===== config.mk =====
export PLATFORM = sky130hd
export DESIGN_NAME = random_range_gen_flat
export DESIGN_NICKNAME = d
export VERILOG_FILES = /design/src/rtl/random_pkg.sv /design/src/rtl/random_range_gen_if.sv /design/src/rtl/random_channel.sv /design/src/rtl/random_range_gen.sv /design/src/flat_wrapper.sv
export SDC_FILE = /design/constraint.sdc
export NUM_CORES = 1
export LEC_CHECK = 0
export CAP_MARGIN = 5
export CORE_UTILIZATION = 55
export CTS_CLUSTER_DIAMETER = 40
export CTS_CLUSTER_SIZE = 8
export DETAILED_ROUTE_END_ITERATION = 7
export HOLD_SLACK_MARGIN = 0.06
export MAX_ROUTING_LAYER = met4
export PLACE_DENSITY = 0.84
export SKIP_LAST_GASP = 1
export SYNTH_ARGS = -nofsm -noshare
export SYNTH_HDL_FRONTEND = slang
export SYNTH_SLANG_ARGS = --single-unit

===== constraint.sdc =====
create_clock -name clk -period 1.4 [get_ports clk]
set_input_delay 0.14 -clock clk [delete_from_list [all_inputs] [get_ports clk]]
set_output_delay 0.14 -clock clk [all_outputs]
set_load 0.03 [all_outputs]

===== src/rtl/random_pkg.sv =====
// rtl/random_pkg.sv - shared types, LFSR tap table and range mask helper for random_range_gen
package random_pkg;

    // Per-channel sampler state.
    typedef enum logic [0:0] {
        IDLE   = 1'b0,
        SAMPLE = 1'b1
    } chan_state_e;

    // Galois (right-shift) toggle masks for maximal-length sequences, width 8..32.
    // Bit i set means state bit i is toggled by the bit shifted out of bit 0.
    function automatic logic [31:0] lfsr_taps(input int width);
        logic [31:0] taps;
        case (width)
            8:       taps = 32'h0000_00B8;
            9:       taps = 32'h0000_0110;
            10:      taps = 32'h0000_0240;
            11:      taps = 32'h0000_0500;
            12:      taps = 32'h0000_0829;
            13:      taps = 32'h0000_100D;
            14:      taps = 32'h0000_2015;
            15:      taps = 32'h0000_6000;
            16:      taps = 32'h0000_B400;
            17:      taps = 32'h0001_2000;
            18:      taps = 32'h0002_0400;
            19:      taps = 32'h0004_0023;
            20:      taps = 32'h0009_0000;
            21:      taps = 32'h0014_0000;
            22:      taps = 32'h0030_0000;
            23:      taps = 32'h0042_0000;
            24:      taps = 32'h00E1_0000;
            25:      taps = 32'h0120_0000;
            26:      taps = 32'h0200_0023;
            27:      taps = 32'h0400_0013;
            28:      taps = 32'h0900_0000;
            29:      taps = 32'h1400_0000;
            30:      taps = 32'h2000_0029;
            31:      taps = 32'h4800_0000;
            32:      taps = 32'h8020_0003;
            default: taps = 32'h0000_B400;
        endcase
        return taps;
    endfunction

    // Smallest all-ones mask covering 0..range, i.e. 2^ceil(log2(range+1)) - 1.
    function automatic logic [31:0] range_mask(input logic [31:0] range);
        logic [31:0] mask;
        mask = '0;
        for (int i = 0; i < 32; i++) begin
            if (mask < range) begin
                mask = {mask[30:0], 1'b1};
            end
        end
        return mask;
    endfunction

endpackage


===== src/rtl/random_range_gen_if.sv =====
// rtl/random_range_gen_if.sv - trigger/result bundle between consumers and random_range_gen
// Optional feature macro: RANDOM_SEED_LOAD_EN adds seed_load/seed_in.
// Signals:
//   rise      - per-channel trigger, sample requested on 0->1
//   dout      - per-channel last accepted value
//   valid     - per-channel one-cycle pulse when dout updates
//   busy      - per-channel high while sampling
//   seed_load - (optional) load seed_in into the LFSR on the next edge
//   seed_in   - (optional) new LFSR state, 0 is replaced by 1
// Modports: master = consumer side, slave = generator side.
interface random_range_gen_if #(
    parameter int CHANNELS  = 2,
    parameter int SIZE_BITS = 8
`ifdef RANDOM_SEED_LOAD_EN
    ,
    parameter int LFSR_BITS = 16
`endif
);

    logic [CHANNELS-1:0]                rise;
    logic [CHANNELS-1:0][SIZE_BITS-1:0] dout;
    logic [CHANNELS-1:0]                valid;
    logic [CHANNELS-1:0]                busy;

`ifdef RANDOM_SEED_LOAD_EN
    logic                               seed_load;
    logic [LFSR_BITS-1:0]               seed_in;

    modport master (output rise, output seed_load, output seed_in,
                    input dout, input valid, input busy);
    modport slave  (input rise, input seed_load, input seed_in,
                    output dout, output valid, output busy);
`else
    modport master (output rise, input dout, input valid, input busy);
    modport slave  (input rise, output dout, output valid, output busy);
`endif

endinterface


===== src/rtl/random_channel.sv =====
// rtl/random_channel.sv - one sampling channel: edge detect, rejection FSM, try counter, outputs
// Ports:
//   clk     - system clock
//   reset   - synchronous active-high reset
//   rise_i  - trigger, sample requested on 0->1
//   cand_i  - this channel's candidate bits derived from the shared LFSR
//   dout_o  - last accepted value, holds between requests
//   valid_o - one-cycle pulse when dout_o updates
//   busy_o  - high while sampling
module random_channel
    import random_pkg::*;
#(
    parameter int SIZE_BITS = 8,
    parameter int MIN_VAL   = 0,
    parameter int MAX_VAL   = 255,
    parameter int INITIAL   = 100,
    parameter int MAX_TRIES = 8
) (
    input  logic                 clk,
    input  logic                 reset,
    input  logic                 rise_i,
    input  logic [SIZE_BITS-1:0] cand_i,
    output logic [SIZE_BITS-1:0] dout_o,
    output logic                 valid_o,
    output logic                 busy_o
);

    localparam logic [31:0]          RANGE_W  = 32'(MAX_VAL - MIN_VAL);
    localparam logic [SIZE_BITS-1:0] RANGE_S  = SIZE_BITS'(MAX_VAL - MIN_VAL);
    localparam logic [SIZE_BITS-1:0] MASK     = SIZE_BITS'(range_mask(RANGE_W));
    localparam logic [SIZE_BITS-1:0] MIN_S    = SIZE_BITS'(MIN_VAL);
    localparam logic [SIZE_BITS-1:0] INIT_S   = SIZE_BITS'(INITIAL);
    localparam int                   TRY_W    = (MAX_TRIES > 1) ? $clog2(MAX_TRIES) : 1;
    localparam logic [TRY_W-1:0]     LAST_TRY = TRY_W'(MAX_TRIES - 1);

    chan_state_e          state_q;
    logic                 rise_d_q;
    logic [TRY_W-1:0]     tries_q;
    logic [SIZE_BITS-1:0] dout_q;
    logic                 valid_q;
    logic                 busy_q;

    logic [SIZE_BITS-1:0] m;
    logic                 accept;
    logic [SIZE_BITS-1:0] accept_val;
    logic [SIZE_BITS-1:0] fold_val;

    assign m          = cand_i & MASK;
    // Compared at 32 bits so a full-width range does not degenerate into a constant test.
    assign accept     = (32'(m) <= RANGE_W);
    assign accept_val = MIN_S + m;
    // Only used when m > RANGE; since m < 2*(RANGE+1) the result stays in range.
    // Wraps harmlessly when RANGE+1 overflows SIZE_BITS, as that case always accepts.
    assign fold_val   = MIN_S + (m - RANGE_S - SIZE_BITS'(1));

    always_ff @(posedge clk) begin
        if (reset) begin
            state_q  <= IDLE;
            rise_d_q <= 1'b0;
            tries_q  <= '0;
            dout_q   <= INIT_S;
            valid_q  <= 1'b0;
            busy_q   <= 1'b0;
        end else begin
            rise_d_q <= rise_i;
            valid_q  <= 1'b0;
            case (state_q)
                IDLE: begin
                    if (rise_i && !rise_d_q) begin
                        state_q <= SAMPLE;
                        tries_q <= '0;
                        busy_q  <= 1'b1;
                    end
                end
                SAMPLE: begin
                    // Edges arriving here are intentionally dropped; there is no queueing.
                    if (accept || (tries_q == LAST_TRY)) begin
                        dout_q  <= accept ? accept_val : fold_val;
                        valid_q <= 1'b1;
                        busy_q  <= 1'b0;
                        state_q <= IDLE;
                    end else begin
                        tries_q <= tries_q + TRY_W'(1);
                    end
                end
            endcase
        end
    end

    assign dout_o  = dout_q;
    assign valid_o = valid_q;
    assign busy_o  = busy_q;

endmodule


===== src/rtl/random_range_gen.sv =====
// rtl/random_range_gen.sv - shared Galois LFSR with per-channel unbiased range mapping
// Optional feature macro: RANDOM_SEED_LOAD_EN (runtime LFSR seed load via seed_load/seed_in).
// Ports:
//   clk    - system clock, all logic on posedge
//   reset  - synchronous active-high reset
//   rng_if - random_range_gen_if.slave: rise in; dout, valid, busy out;
//            seed_load/seed_in in when RANDOM_SEED_LOAD_EN is defined
module random_range_gen
    import random_pkg::*;
#(
    parameter int          SIZE_BITS = 8,
    parameter int          CHANNELS  = 2,
    parameter int          MIN_VAL   = 0,
    parameter int          MAX_VAL   = 255,
    parameter int          INITIAL   = 100,
    parameter int          LFSR_BITS = 16,
    parameter logic [31:0] SEED      = 32'h0000_ACE1,
    parameter int          MAX_TRIES = 8
) (
    input logic               clk,
    input logic               reset,
    random_range_gen_if.slave rng_if
);

    localparam logic [LFSR_BITS-1:0] TAPS   = LFSR_BITS'(lfsr_taps(LFSR_BITS));
    localparam logic [LFSR_BITS-1:0] SEED_T = LFSR_BITS'(SEED);
    // An all-zero state would lock the LFSR, so a zero seed becomes 1.
    localparam logic [LFSR_BITS-1:0] SEED_V = (SEED_T == '0) ? LFSR_BITS'(1) : SEED_T;

    logic [LFSR_BITS-1:0] lfsr_q;
    logic [LFSR_BITS-1:0] lfsr_d;

    always_comb begin
        lfsr_d = (lfsr_q >> 1) ^ (lfsr_q[0] ? TAPS : '0);
`ifdef RANDOM_SEED_LOAD_EN
        if (rng_if.seed_load) begin
            lfsr_d = (rng_if.seed_in == '0) ? LFSR_BITS'(1) : rng_if.seed_in;
        end
`endif
    end

    // Free-running: steps every non-reset cycle regardless of channel activity.
    always_ff @(posedge clk) begin
        if (reset) begin
            lfsr_q <= SEED_V;
        end else begin
            lfsr_q <= lfsr_d;
        end
    end

    for (genvar c = 0; c < CHANNELS; c++) begin : g_chan
        logic [SIZE_BITS-1:0] cand;

        // A channel-specific shift decorrelates channels that sample in the same cycle.
        assign cand = lfsr_q[SIZE_BITS-1:0] ^ SIZE_BITS'(lfsr_q >> (c + 1));

        random_channel #(
            .SIZE_BITS (SIZE_BITS),
            .MIN_VAL   (MIN_VAL),
            .MAX_VAL   (MAX_VAL),
            .INITIAL   (INITIAL),
            .MAX_TRIES (MAX_TRIES)
        ) u_chan (
            .clk     (clk),
            .reset   (reset),
            .rise_i  (rng_if.rise[c]),
            .cand_i  (cand),
            .dout_o  (rng_if.dout[c]),
            .valid_o (rng_if.valid[c]),
            .busy_o  (rng_if.busy[c])
        );
    end

endmodule


===== src/flat_wrapper.sv =====
// flat-port wrapper written by rule: the top's interface ports become plain ports
module random_range_gen_flat import random_pkg::*;
#(
    parameter int          SIZE_BITS = 8,
    parameter int          CHANNELS  = 2,
    parameter int          MIN_VAL   = 0,
    parameter int          MAX_VAL   = 255,
    parameter int          INITIAL   = 100,
    parameter int          LFSR_BITS = 16,
    parameter logic [31:0] SEED      = 32'h0000_ACE1,
    parameter int          MAX_TRIES = 8
)
  (clk, reset, rng_if_rise, rng_if_dout, rng_if_valid, rng_if_busy);
  random_range_gen_if #(.CHANNELS(CHANNELS), .SIZE_BITS(SIZE_BITS)) rng_if_i ();
  input logic clk;
  input logic reset;
  input wire logic [$bits(rng_if_i.rise)-1:0] rng_if_rise;
  output wire logic [$bits(rng_if_i.dout)-1:0] rng_if_dout;
  output wire logic [$bits(rng_if_i.valid)-1:0] rng_if_valid;
  output wire logic [$bits(rng_if_i.busy)-1:0] rng_if_busy;
  assign rng_if_i.rise = rng_if_rise;
  assign rng_if_dout = rng_if_i.dout;
  assign rng_if_valid = rng_if_i.valid;
  assign rng_if_busy = rng_if_i.busy;
  random_range_gen #(.SIZE_BITS(SIZE_BITS), .CHANNELS(CHANNELS), .MIN_VAL(MIN_VAL), .MAX_VAL(MAX_VAL), .INITIAL(INITIAL), .LFSR_BITS(LFSR_BITS), .SEED(SEED), .MAX_TRIES(MAX_TRIES)) u_core (.clk(clk), .reset(reset), .rng_if(rng_if_i));
endmodule

; Word-level counts from Yosys, hierarchy flattened
; Cells that the tools add are included.
[classes]
eq_ne = 2
n_mux = 11
n_bitwise = 5
reduce_logical = 4
[ops]
columns = op, n
row1 = 2-to-1 mux 16 bit, 1
row2 = XOR 15 x 16 -> 16 bit, 1
row3 = XOR 8 bit, 2
row4 = case mux 1 bit (2 select lines), 4
row5 = 2-to-1 mux 1 bit, 6
row6 = "!= test 2 bit, second input constant", 2
row7 = logical AND 1 bit, 2
row8 = zero test 1 bit, 2
row9 = NOT 1 bit, 2
[word_totals]
register_bits = 40
inputBits = 4
out_inout_bits = 20

; Logic depth before layout (Yosys ltp)
[logic_depth]
depth_word = 4
ltp_mapped = 4
ltp_nobuf = 2

; Cells and area by module
; Synthesis repeated with hierarchy kept, for this count alone.
[unflattened]
cells_unflattened = 131
area_unflattened_um2 = 1456.4
[modules_own_cells]
columns = mod, instances, cells_each, area_per_inst_um2
row1 = random_channel, 2, 36, 407.9
row2 = random_range_gen, 1, 59, 640.6

; Worst setup path after synthesis
; OpenSTA, ideal clock, no wires.
[synth_timing]
kind = register -> register
startpoint = register, netlist name u_core.g_chan[0].u_chan.dout_o[7]
endpoint = register u_core.g_chan[0].u_chan.dout_q[7]
setup_time_ps = 86
arrival_ps = 743
t_required_ps = 1314
setup_slack_ps = 571
stages_incl_launch_ff = 3
path_buffers = 0
synth_period_minus_slack_ps = 829
cell_sequence = dfxtp_1 -> nor2_1 -> a211oi_1
[synth_rtl]
columns = element, line_no
row1 = "end signal, assigned", random_channel.sv:78  ; dout_q <= accept ? accept_val : fold_val;
row2 = "end, declared", random_channel.sv:39  ; logic [SIZE_BITS-1:0] dout_q;

; Final worst setup path
[layout_timing]
startpoint = register u_core.g_chan[1].u_chan.dout_q[2]
endpoint = output port rng_if_dout[10]
[layout_rtl]
columns = element, line_no
row1 = "start, declared", random_channel.sv:39
row2 = "start signal, assigned", random_channel.sv:78
row3 = "end, declared", flat_wrapper.sv:18  ; output wire logic [$bits(rng_if_i.dout)-1:0] rng_if_dout;
; No word-level cell between the ends.

==> results.toml <==
[pwr]
p_int_mw = 1.530
power.switching_mw = 0.5616
swShare_pct = 26.85
power_density_nw_per_um2 = 1251
finalPower_mw = 2.092
ir_worst_vdd_mv = 0.9700
leakagePower_nw = 0.6611
power_frac_clock_pct = 25.2
p_seq_share_pct = 60.6
comb_power_share_pct = 14.2

[detailed_routing]
drcViolationCount = 0
wl_per_cell_um = 12.23
vias = 885
dr.pass1.iters = 2
postRouteAntennaNets = 0
drt_iter0_drc = 5
via_per_inst = 4.863
routed_wl_um = 2225

[global_route]
grt-ovfl-total = 0
antenna_found_initial = 0
grt_pass1_vias = 817
grt_pass1_wl_um = 3608
grt_max_degree = 41
grt_use_total_pct = 19.07

[flow_run]
max_cap_violations = 0

[sta]
slew_headroom_pct = 73.08
fin_crit_ns = 1.260
clock-skew-final_ns = 0.01447
setup_viol = 0
slew_violations = 0
finalSetupTns_ns = 0
period_share_pct = 90.00
fmax_mhz = 793.7
hold_viol = 0
rsz0062_at_grt = "no"
tightest_slew_ns = 0.4033

[clock_tree]
tritoncts = "done"
cts_inserted_buffers = 5
hold_buffers = 0
ctsResizeCount = 20
cts_root_buffer = "clkbuf_4"
clkLatencyLatePin_ns = 0.34
cts_buffer_depth = 2
cts.sinks = 40
postCtsSetupBuffers = 0
clkSlewWorstSetupHoldPaths_ns = 0.12
htree_levels = 2

[worst_setup_path]
critical_path.top_delay_family = "buffers and inverters"
worst-path-buf-inv = 1
cp_slowest_cell = "dlygate4sd2_1"
cp_max_fo = 2
crit_arrival_ns = 1.12
crit_type = "reg -> out"
crit_path_start_kind = "register"
cp_slowest_stage_delay_ns = 0.41
cp_data_required_time_ns = 1.26
cp-end-kind = "output port"
path_cells = "dlygate4sd2_1"

[synthesis]
synth_area_leaders = "dfxtp_1 54%, xnor2_1 11%, buf_4 6.1%"
syn_nets = 140
synth_top_area_cell = "dfxtp_1"
yosysSeqAreaShare_pct = 53.83
synthesis.area_um2 = 1488
netlist_instances = 136
synth-seq-cells = 40
synth_top_area_share_pct = 53.83
yosysWarnings = 0
postSynthAreaPerCell_um2 = 10.94
ys_types = 15

[run_status]
status = "completed"

[cells_and_area]
syn_to_final_growth_pct = 12.45
final_nets = 156
fill_cells = 213
antenna_cells = 0
drive_gt1_share_pct = 14.47
finish.utilization_pct = 66.32

[floorplan]
initial_utilization_pct = 58.98
die_h_um = 54.01
die_area_um2 = 2917
core_area_um2 = 2522
io_pins = 24
die_w_um = 54.01
row_count = 18

[placement]
numPortBuffers = 23
place_hpwl_um = 1528
gp_congestion = 0.7400

[hold_path]
min_path_type = "in -> reg"
## cells in the mapped netlist
cell type,number
a211oi_1,5
a211oi_2,7
a21oi_1,6
and2b_1,5
buf_4,12
buf_6,4
clkbuf_1,1
dfxtp_1,40
inv_1,2
nand2b_1,4
nor2_1,11
nor2b_1,6
nor3_1,8
or2_2,6
xnor2_1,19
## flip-flops by register name, summed over array words and instances (netlist names)
signal                         cells
u_core.g_chan.u_chan.rise_d_q      2
u_core.g_chan.u_chan.valid_o       2
u_core.g_chan.u_chan.state_q       2
u_core.lfsr_q                     16
u_core.g_chan.u_chan.busy_o        2
u_core.g_chan.u_chan.dout_o       16
## path summary, 6_finish.rpt
path / from / endpoint / slack [ns] / depth (start not counted)
worst min register to register: u_core.lfsr_q[12] / u_core.lfsr_q[11] / 0.42 / 1
worst min-delay path: rng_if_rise[1] / u_core.g_chan[1].u_chan.rise_d_q / 0.39 / 2
worst max-delay path: u_core.g_chan[1].u_chan.dout_o[2] / rng_if_dout[10] / 0.14 / 1
worst max register to register: u_core.g_chan[0].u_chan.state_q / u_core.g_chan[0].u_chan.dout_o[2] / 0.40 / 2
## area by class of cell
cell class | count | area, um2 | area share (%)
flip-flops and latches | 40 | 800.8 | 47.87
multi-input cells | 77 | 540.5 | 32.31
repair buffers | 26 | 240.2 | 14.36
clock buffers | 6 | 41.29 | 2.468
well taps | 30 | 37.54 | 2.244
inverters | 2 | 7.507 | 0.4488
clock inverters | 1 | 5.005 | 0.2992
## cell usage in the layout, fill, tap and decap left out
master,count
a211oi_1,5
clkinv_2,1
nor3_1,8
dlygate4sd2_1,20
or2_2,6
buf_12,1
nand2b_1,4
nor2_1,11
and2b_1,5
a211oi_2,7
buf_4,2
dfxtp_1,40
inv_1,2
clkdlybuf4s50_1,3
nor2b_1,6
a21oi_1,6
xnor2_1,19
clkbuf_4,5
clkbuf_1,1
## metal layers
layer	wire length, um	vias up	global-route usage (%)	part of all wire [%]
li1	-	464	-	-
met1	1069	398	21.97	48
met2	1003	18	28.19	45
met3	120	5	9.322	5.4
met4	31	0	7.692	1.4
met5	0	-	-	0
## power by group through the flow
stage          Combinational (mW)  Sequential, mW  Clock [mW]
5_1_grt                     0.323            1.28       0.587
4_1_cts                     0.301            1.27       0.535
3_5_place_dp                0.324            1.30           0
3_3_place_gp                0.318            1.29           0
2_1_floorplan               0.212            1.33           0
6_report                    0.297            1.27       0.528
## kinds of logic (layout without fill, tap and decap cells)
| kind of cell | count (synthesis) | in the layout | share of synthesized area [%] |
|---|---|---|---|
| buffers and inverters | 19 | 35 | 9.840 |
| flip-flops | 40 | 40 | 53.83 |
| XOR/XNOR | 19 | 19 | 11.19 |
| AND/OR/NAND/NOR | 40 | 40 | 14.72 |
| AO/OA/AOI/OAI | 18 | 18 | 10.43 |
## metrics by stage
stage | std cells | worst slack (ns) | instance area, um2 | hold WS [ns]
floorplan | 136 | 0.5713 | 1488 | 0.2652
global placement | 175 | 0.1223 | 1652 | 0.3937
CTS | 182 | 0.1309 | 1673 | 0.3810
detailed placement | 175 | 0.05204 | 1652 | 0.4074
finish | 182 | 0.1401 | 1673 | 0.3897
global route | 182 | 0.08789 | 1673 | 0.3844
(Power assumes the default switching activity.)
